File: config.mk
export PLATFORM = sky130hd
export DESIGN_NAME = notch_error_feedback_requantizer
export DESIGN_NICKNAME = d
export VERILOG_FILES = /design/src/rtl/notch_error_feedback_requantizer.sv
export SDC_FILE = /design/constraint.sdc
export NUM_CORES = 1
export LEC_CHECK = 0
export ABC_AREA = 1
export ABC_CLOCK_PERIOD_IN_PS = 8800
export BUFFER_PORTS_ARGS = -buffer_cell sky130_fd_sc_hd__buf_2
export CAP_MARGIN = 20
export CORE_MARGIN = 4
export CORE_UTILIZATION = 30
export DETAILED_ROUTE_END_ITERATION = 16
export SYNTH_ARGS = -nofsm -noshare
export SYNTH_HDL_FRONTEND = slang
export SYNTH_SLANG_ARGS = --single-unit
File: constraint.sdc
create_clock -name clk_i -period 8.8 [get_ports clk_i]
set_input_delay 0.88 -clock clk_i [delete_from_list [all_inputs] [get_ports clk_i]]
set_output_delay 0.88 -clock clk_i [all_outputs]
set_load 0.05 [all_outputs]
File: src/rtl/notch_error_feedback_requantizer.sv
// Second-order error-feedback requantizer: WIDTH-bit signed samples to an OUT_BITS-bit signed code,
// with quantization noise shaped by NTF(z) = 1 - C1*z^-1 + z^-2 (notch at the filter's centre frequency).
module notch_error_feedback_requantizer #(
  parameter int WIDTH     = 16,
  parameter int OUT_BITS  = 4,
  parameter int COEF_W    = 18,
  parameter int COEF_FRAC = 16,
  parameter int C1        = 124650
) (
  input  logic                clk_i,
  input  logic                reset_i,
  input  logic [WIDTH-1:0]    x_in_i,
  input  logic                in_valid_i,
  output logic                in_ready_o,
  output logic [OUT_BITS-1:0] code_o,
  output logic                out_valid_o,
  input  logic                out_ready_i,
  output logic                sat_o
);

  localparam int SHIFT  = WIDTH - OUT_BITS;
  localparam int ACC_W  = WIDTH + 4;
  localparam int ERR_W  = SHIFT + 1;
  localparam int PROD_W = COEF_W + ERR_W;

  localparam logic signed [COEF_W-1:0] C1_S = COEF_W'(C1);
  localparam logic signed [PROD_W:0]   RND  = (PROD_W+1)'(64'sd1 <<< (COEF_FRAC - 1));
  localparam logic signed [ACC_W-1:0]  QMAX = ACC_W'((1 << (OUT_BITS - 1)) - 1);
  localparam logic signed [ACC_W-1:0]  QMIN = ACC_W'(-(1 << (OUT_BITS - 1)));
  localparam logic signed [ACC_W-1:0]  EMAX = ACC_W'((1 << SHIFT) - 1);
  localparam logic signed [ACC_W-1:0]  EMIN = ACC_W'(-(1 << SHIFT));

  // C1*e1 scaled back to integer samples, rounding half up.
  function automatic logic signed [ACC_W-1:0] round_fb(input logic signed [PROD_W-1:0] p);
    logic signed [PROD_W:0] t;
    t = (PROD_W+1)'(p) + RND;
    return ACC_W'(t >>> COEF_FRAC);
  endfunction

  function automatic logic signed [OUT_BITS-1:0] sat_code(input logic signed [ACC_W-1:0] v);
    if (v > QMAX)      return OUT_BITS'(QMAX);
    else if (v < QMIN) return OUT_BITS'(QMIN);
    else               return OUT_BITS'(v);
  endfunction

  // Bounding the fed-back error keeps the loop stable when the code clips.
  function automatic logic signed [ERR_W-1:0] clamp_err(input logic signed [ACC_W-1:0] v);
    if (v > EMAX)      return ERR_W'(EMAX);
    else if (v < EMIN) return ERR_W'(EMIN);
    else               return ERR_W'(v);
  endfunction

  logic signed [ERR_W-1:0]    e1_q, e1_d;
  logic signed [ERR_W-1:0]    e2_q, e2_d;
  logic        [OUT_BITS-1:0] code_q, code_d;
  logic                       sat_q, sat_d;
  logic                       vld_q, vld_d;

  logic                       accept;
  logic signed [WIDTH-1:0]    x_s;
  logic signed [PROD_W-1:0]   prod;
  logic signed [ACC_W-1:0]    fb;
  logic signed [ACC_W-1:0]    u;
  logic signed [ACC_W-1:0]    q;
  logic signed [OUT_BITS-1:0] qs;
  logic                       clip;
  logic signed [ACC_W-1:0]    e_full;
  logic signed [ERR_W-1:0]    e_new;

  assign in_ready_o  = !vld_q || out_ready_i;
  assign accept      = in_valid_i && in_ready_o;
  assign code_o      = code_q;
  assign sat_o       = sat_q;
  assign out_valid_o = vld_q;

  assign x_s    = x_in_i;
  assign prod   = PROD_W'(C1_S) * PROD_W'(e1_q);
  assign fb     = round_fb(prod);
  assign u      = ACC_W'(x_s) + fb - ACC_W'(e2_q);
  assign q      = u >>> SHIFT;
  assign qs     = sat_code(q);
  assign clip   = (q > QMAX) || (q < QMIN);
  assign e_full = u - (ACC_W'(qs) <<< SHIFT);
  assign e_new  = clamp_err(e_full);

  always_comb begin
    e1_d   = e1_q;
    e2_d   = e2_q;
    code_d = code_q;
    sat_d  = sat_q;
    vld_d  = vld_q;
    if (accept) begin
      e2_d   = e1_q;
      e1_d   = e_new;
      code_d = qs;
      sat_d  = clip;
      vld_d  = 1'b1;
    end else if (out_ready_i) begin
      vld_d  = 1'b0;
    end
  end

  // Output/loop-state register stage.
  always_ff @(posedge clk_i) begin
    if (reset_i) begin
      e1_q   <= '0;
      e2_q   <= '0;
      code_q <= '0;
      sat_q  <= 1'b0;
      vld_q  <= 1'b0;
    end else begin
      e1_q   <= e1_d;
      e2_q   <= e2_d;
      code_q <= code_d;
      sat_q  <= sat_d;
      vld_q  <= vld_d;
    end
  end

endmodule

After elaboration in Yosys (flattened, before gate mapping)

Cells that the tools add are included.

Add/sub/neg operators: 4
Multipliers: 1
Div/mod/pow operators: 0
$lt $le $gt $ge: 4
Equality and inequality tests: 0
Shift operators: 0
Muxes and demuxes: 6
Bitwise operators: 0
Reductions and logical operators: 5

Operator list:

| kind                   | number |
|---|---|
| $add 31x17->32 const B | 1 |
| $mul 17x13->30 const A | 1 |
| $mux 13                | 2 |
| $gt 19x13->1 const B   | 1 |
| $lt 19x13->1 const B   | 1 |
| $sub 18x16->19         | 1 |
| $sub 17x13->18         | 1 |
| $add 16x16->17         | 1 |
| $mux 4                 | 2 |
| $gt 6x4->1 const B     | 1 |
| $lt 6x4->1 const B     | 1 |
| $logic_or 1x1->1       | 2 |
| $mux 1                 | 2 |
| $reduce_bool 2->1      | 1 |
| $logic_and 1x1->1      | 1 |
| $logic_not 1->1        | 1 |

Bits in registers: 32
Latch bits: 0
Bits in writable memories: 0
Memory bits (read-only): 0
Bits of input ports: 20
Output and inout port bits: 7
Word-level logic and storage cells: 25
Memories: 0

Logic depth before layout (Yosys ltp)

Depth in word-level cells: 11
Mapped depth: 58
Gate-level depth less buffers: 58

Worst setup path before layout

OpenSTA, ideal clock, no wires.

Path kind: register -> register
Start point: register e1_q[4]
End point: register e1_q[4]
Setup time: 0.119 ns
Data arrival time: 8.656 ns
Data required time: 8.681 ns
Slack: 0.025 ns
Stages on the path, launching flop included: 51
Buffers on the path: 0
Period minus slack after synthesis: 8.775 ns
Path through: dfxtp_1 -> ha_1 -> inv_1 -> fa_1 -> inv_1 -> fa_1 -> fa_1 -> inv_1 -> fa_1 -> inv_1 -> fa_1 -> ha_1 -> nand2_1 -> inv_1 -> nand2_1 -> nand2_1 -> inv_1 -> nand2_1 -> (+15 left out) -> nand3_1 -> nand2_1 -> nand2_1 -> inv_1 -> nand2_2 -> nand2_1 -> nand2_1 -> inv_1 -> ha_1 -> fa_1 -> o21ai_0 -> xnor2_1 -> nand3_1 -> or2_2 -> nand2_1 -> nand2_1 -> clkinv_1 -> a21oi_1

Word-level cells in the longest chain between the ends: 11
Elaborated cells between the ends (all ways): 13
Those cells by class: 4 x add/sub; 1 x mul; 4 x order compare; 4 x mux

Ends and longest elaborated chain:

| element                | line | source |
|---|---|---|
| from (decl)            | 53   | `logic signed [ERR_W-1:0] e1_q, e1_d;` |
| from (signal assigned) | 106  | `e1_q <= '0;` |
| from (signal assigned) | 112  | `e1_q <= e1_d;` |
| $mul 17x13->30 *       | 77   | `assign prod = PROD_W'(C1_S) * PROD_W'(e1_q);` |
| $add 31x17->32 *       | 36   | `t = (PROD_W+1)'(p) + RND;` |
| $add 16x16->17 *       | 79   | `assign u = ACC_W'(x_s) + fb - ACC_W'(e2_q);` |
| $sub 17x13->18 *       | 79   |  |
| $lt 6x4->1             | 42   | `else if (v < QMIN) return OUT_BITS'(QMIN);` |
| $mux 4                 | 42   |  |
| $mux 4 *               | 41   | `if (v > QMAX) return OUT_BITS'(QMAX);` |
| via qs[0]              | 65   | `logic signed [OUT_BITS-1:0] qs;` |
| $sub 18x16->19 *       | 83   | `assign e_full = u - (ACC_W'(qs) <<< SHIFT);` |
| $lt 19x13->1           | 49   | `else if (v < EMIN) return ERR_W'(EMIN);` |
| $mux 13                | 49   |  |
| $mux 13 *              | 48   | `if (v > EMAX) return ERR_W'(EMAX);` |

The timed path passes the listed nets; every way through them passes the cells marked *.
A chain may end at the register's enable or synchronous reset.

Final worst setup path

Start point: register e1_q[4]
End point: register e1_q[10]

Same word-level chain as after synthesis.

==> impl_results.md <==
* Worst Hold Class: reg2reg
* Syn_area_per_cell at 7.132 µm²
* Critical path arrival at 8.95 ns
* Routed Antenna Nets at 0
* Crit end category: register
* Final worst slack at 0.04741 ns
* Final core occ at 0.4387
* Layout Nets at 1601
* Synthesized instance count at 1121
* CTS tree: yes
* DRT Wirelength at 23.19 mm
* Critical path type: reg2reg
* CTS Hold Bufs at 0
* Share of layout cells above drive strength 1 at 0.3612
* Number of synthesized register bits at 32
* Die height at 171.3 µm
* Crit path max-delay family: adder cells
* Area grow syn2layout at 43.38%
* Slew HR at 0.5496
* HPWL after DPL at 19.76 mm
* Clk slew on worst S/H paths at 0.06 ns
* Initial DRC Count at 405
* Synth warn at 0
* First-pass GRT wire length at 37.45 mm
* Worst slew pin tran at 0.6749 ns
* Main synth FF type: dfxtp_1
* Vias in the first global route at 7640
* Crit path launch type: register
* Ant diodes at 0
* Max FO, Critical Path at 6
* Die X at 171.3 µm
* IO buf count at 26
* Buf/Inv on CP at 12
* Clk sinks at 32
* Cts bufs inserted at 5
* Routed wire per std cell at 13.76 µm
* Min Tclk post-route at 8.753 ns
* DP Worst Slack at -0.5929 ns
* Clock latency on the worst-skew pair at 0.28 ns
* GRT Overall Usage at 0.1573
* R2r setup slk at 0.05 ns
* Number of flops mapped to enable cells by yosys at 0
* Total grt overflow at 0
* Slowest CP cell: fa_2
* Max clock buf depth at 2
* Final slew viol count at 0
* Initial Util at 0.3059
* Mapped Area at 7995 µm²
* Setup violations, final at 0
* Core area at 26130 µm²
* Row count at 59
* Gp weighted congestion at 0.9101
* Top-count cell post-synth: inv_1
* Synth top area cells: fa_1 24%, ha_1 21%, inv_1 13%
* Worst path required time at 9.00 ns
* Max H-tree Level at 2
* Initial antenna violation count at 0
* Async set or reset register ratio after synthesis at 0
* Unrepaired setup endpoints after global routing: true
* Io pins at 27
* Status: completed
* Router iterations before antenna repair at 5
* Critical path's most frequent cell: nand2_2
* Synthesized Nets at 1372
* Via count at 7660
* Remaining DRCs at 0
* Max Clk Rate at 114.3 MHz
* Clock root cell: clkbuf_16
* Clk_skew at 0.006223 ns
* Slowest stage delay, CP at 0.65 ns
* Pin count of the biggest net entering global routing at 32
* Hold WS at 0.4928 ns
* Yosys cell types at 39
* Post-synth top area share at 0.2354
* Final Hold Fails at 0
* Commonest cells post-synth: 284 x inv_1, 253 x nand2_1, 137 x ha_1, 94 x fa_1, 71 x nor2_1
* Post-synthesis sequential area ratio at 0.08013
* Die area at 29330 µm²
* Post-synth top area cell: fa_1
* Fin crit share at 0.9946
* Max-cap viol count at 0
* Vias per std cell at 4.543
## metal layers
| metal | up-vias | share of wire | global-route usage |
|---|---|---|---|
| met1 | 3616 | 0.48 | 0.2247 |
| met4 | 0 | 0.015 | 0.01860 |
| met3 | 24 | 0.037 | 0.01655 |
| met5 | - | 0 | 0 |
| li1 | 3900 | - | - |
| met2 | 120 | 0.47 | 0.2660 |
## final timing paths
| check | cells after the start | from | endpoint |
|---|---|---|---|
| hold reg to reg | 2 | e2_q[1] | e2_q[1] |
| setup / recovery | 53 | e1_q[4] | e1_q[10] |
| hold / removal | 2 | e2_q[1] | e2_q[1] |
| setup reg to reg | 53 | e1_q[4] | e1_q[10] |
## cell families after synthesis
kind of cell,count (synthesis),synth area share
xor+xnor,24,0.02723
flops,32,0.08012
compound gates,111,0.07308
simple gates,427,0.2307
buf+inv,296,0.1391
fa+ha+maj,231,0.4498
## state kept, by name, summed over array words and instances (netlist names)
register and cells:
sat_o 1, e1_q 13, e2_q 13, code_o 4
out_valid_o 1
## tightest hold or removal path: cells and delay by family, from the launching register on
kind | cells | cell delay, ns
AOI/OAI and AO/OA | 1 | 0.06
DFF | 1 | 0.30
buffers and inverters | 1 | 0.08
## what timing repair did
| item | CTS | global route |
|---|---|---|
| gates resized for setup | 82 | 209 |
| pin swaps | 28 | 77 |
| cloned | 1 | 1 |
| endpoints found under the hold margin | 0 | 0 |
| setup endpoints to repair | 13 | 13 |
| buffers inserted | 6 | 15 |
## through the flow
stage                     instance area (µm²)  setup TNS, ns  cells
after global placement                   9888         -5.139   1655
after global routing                    11460         -3.590   1686
after detailed placement                 9888         -6.926   1655
after floorplan                          7995              0   1121
final                                   11460              0   1686
after CTS                               10540              0   1670
## cell usage in the layout (no fill, tap or decap), types with 4 or more instances in the layout
master and instances:
inv_1 262, buf_4 196, nand2_1 181, ha_1 99, fa_1 85, nand2_2 65, a21oi_1 45, nor2_1 44
nand3_1 41, ha_4 37, o21ai_0 31, buf_2 26, dfxtp_1 23, inv_2 22, nand2_4 20, nor2_2 18
a21oi_2 17, nand4_1 14, nor2_4 12, xor2_1 12, nand3_2 10, fa_2 9, dfxtp_4 9, xor2_2 6
buf_6 6, xnor2_1 5, clkbuf_16 5, o21ai_1 4, nor3_1 4
## final cells by class
| type | count | area [µm²] |
|---|---|---|
| clock buffers | 5 | 125.1 |
| clock inverters | 3 | 42.54 |
| fillers | 2603 | 14670 |
| inverters | 287 | 1085 |
| multi-input cells | 794 | 7420 |
| flip-flops and latches | 32 | 674.4 |
| well taps | 335 | 419.2 |
| repair buffers | 229 | 1689 |
| repair inverters | 1 | 8.758 |
Power is left out: the tool's default activity adds up to more than one toggle a clock period on the data nets, which glitch-free logic cannot reach.
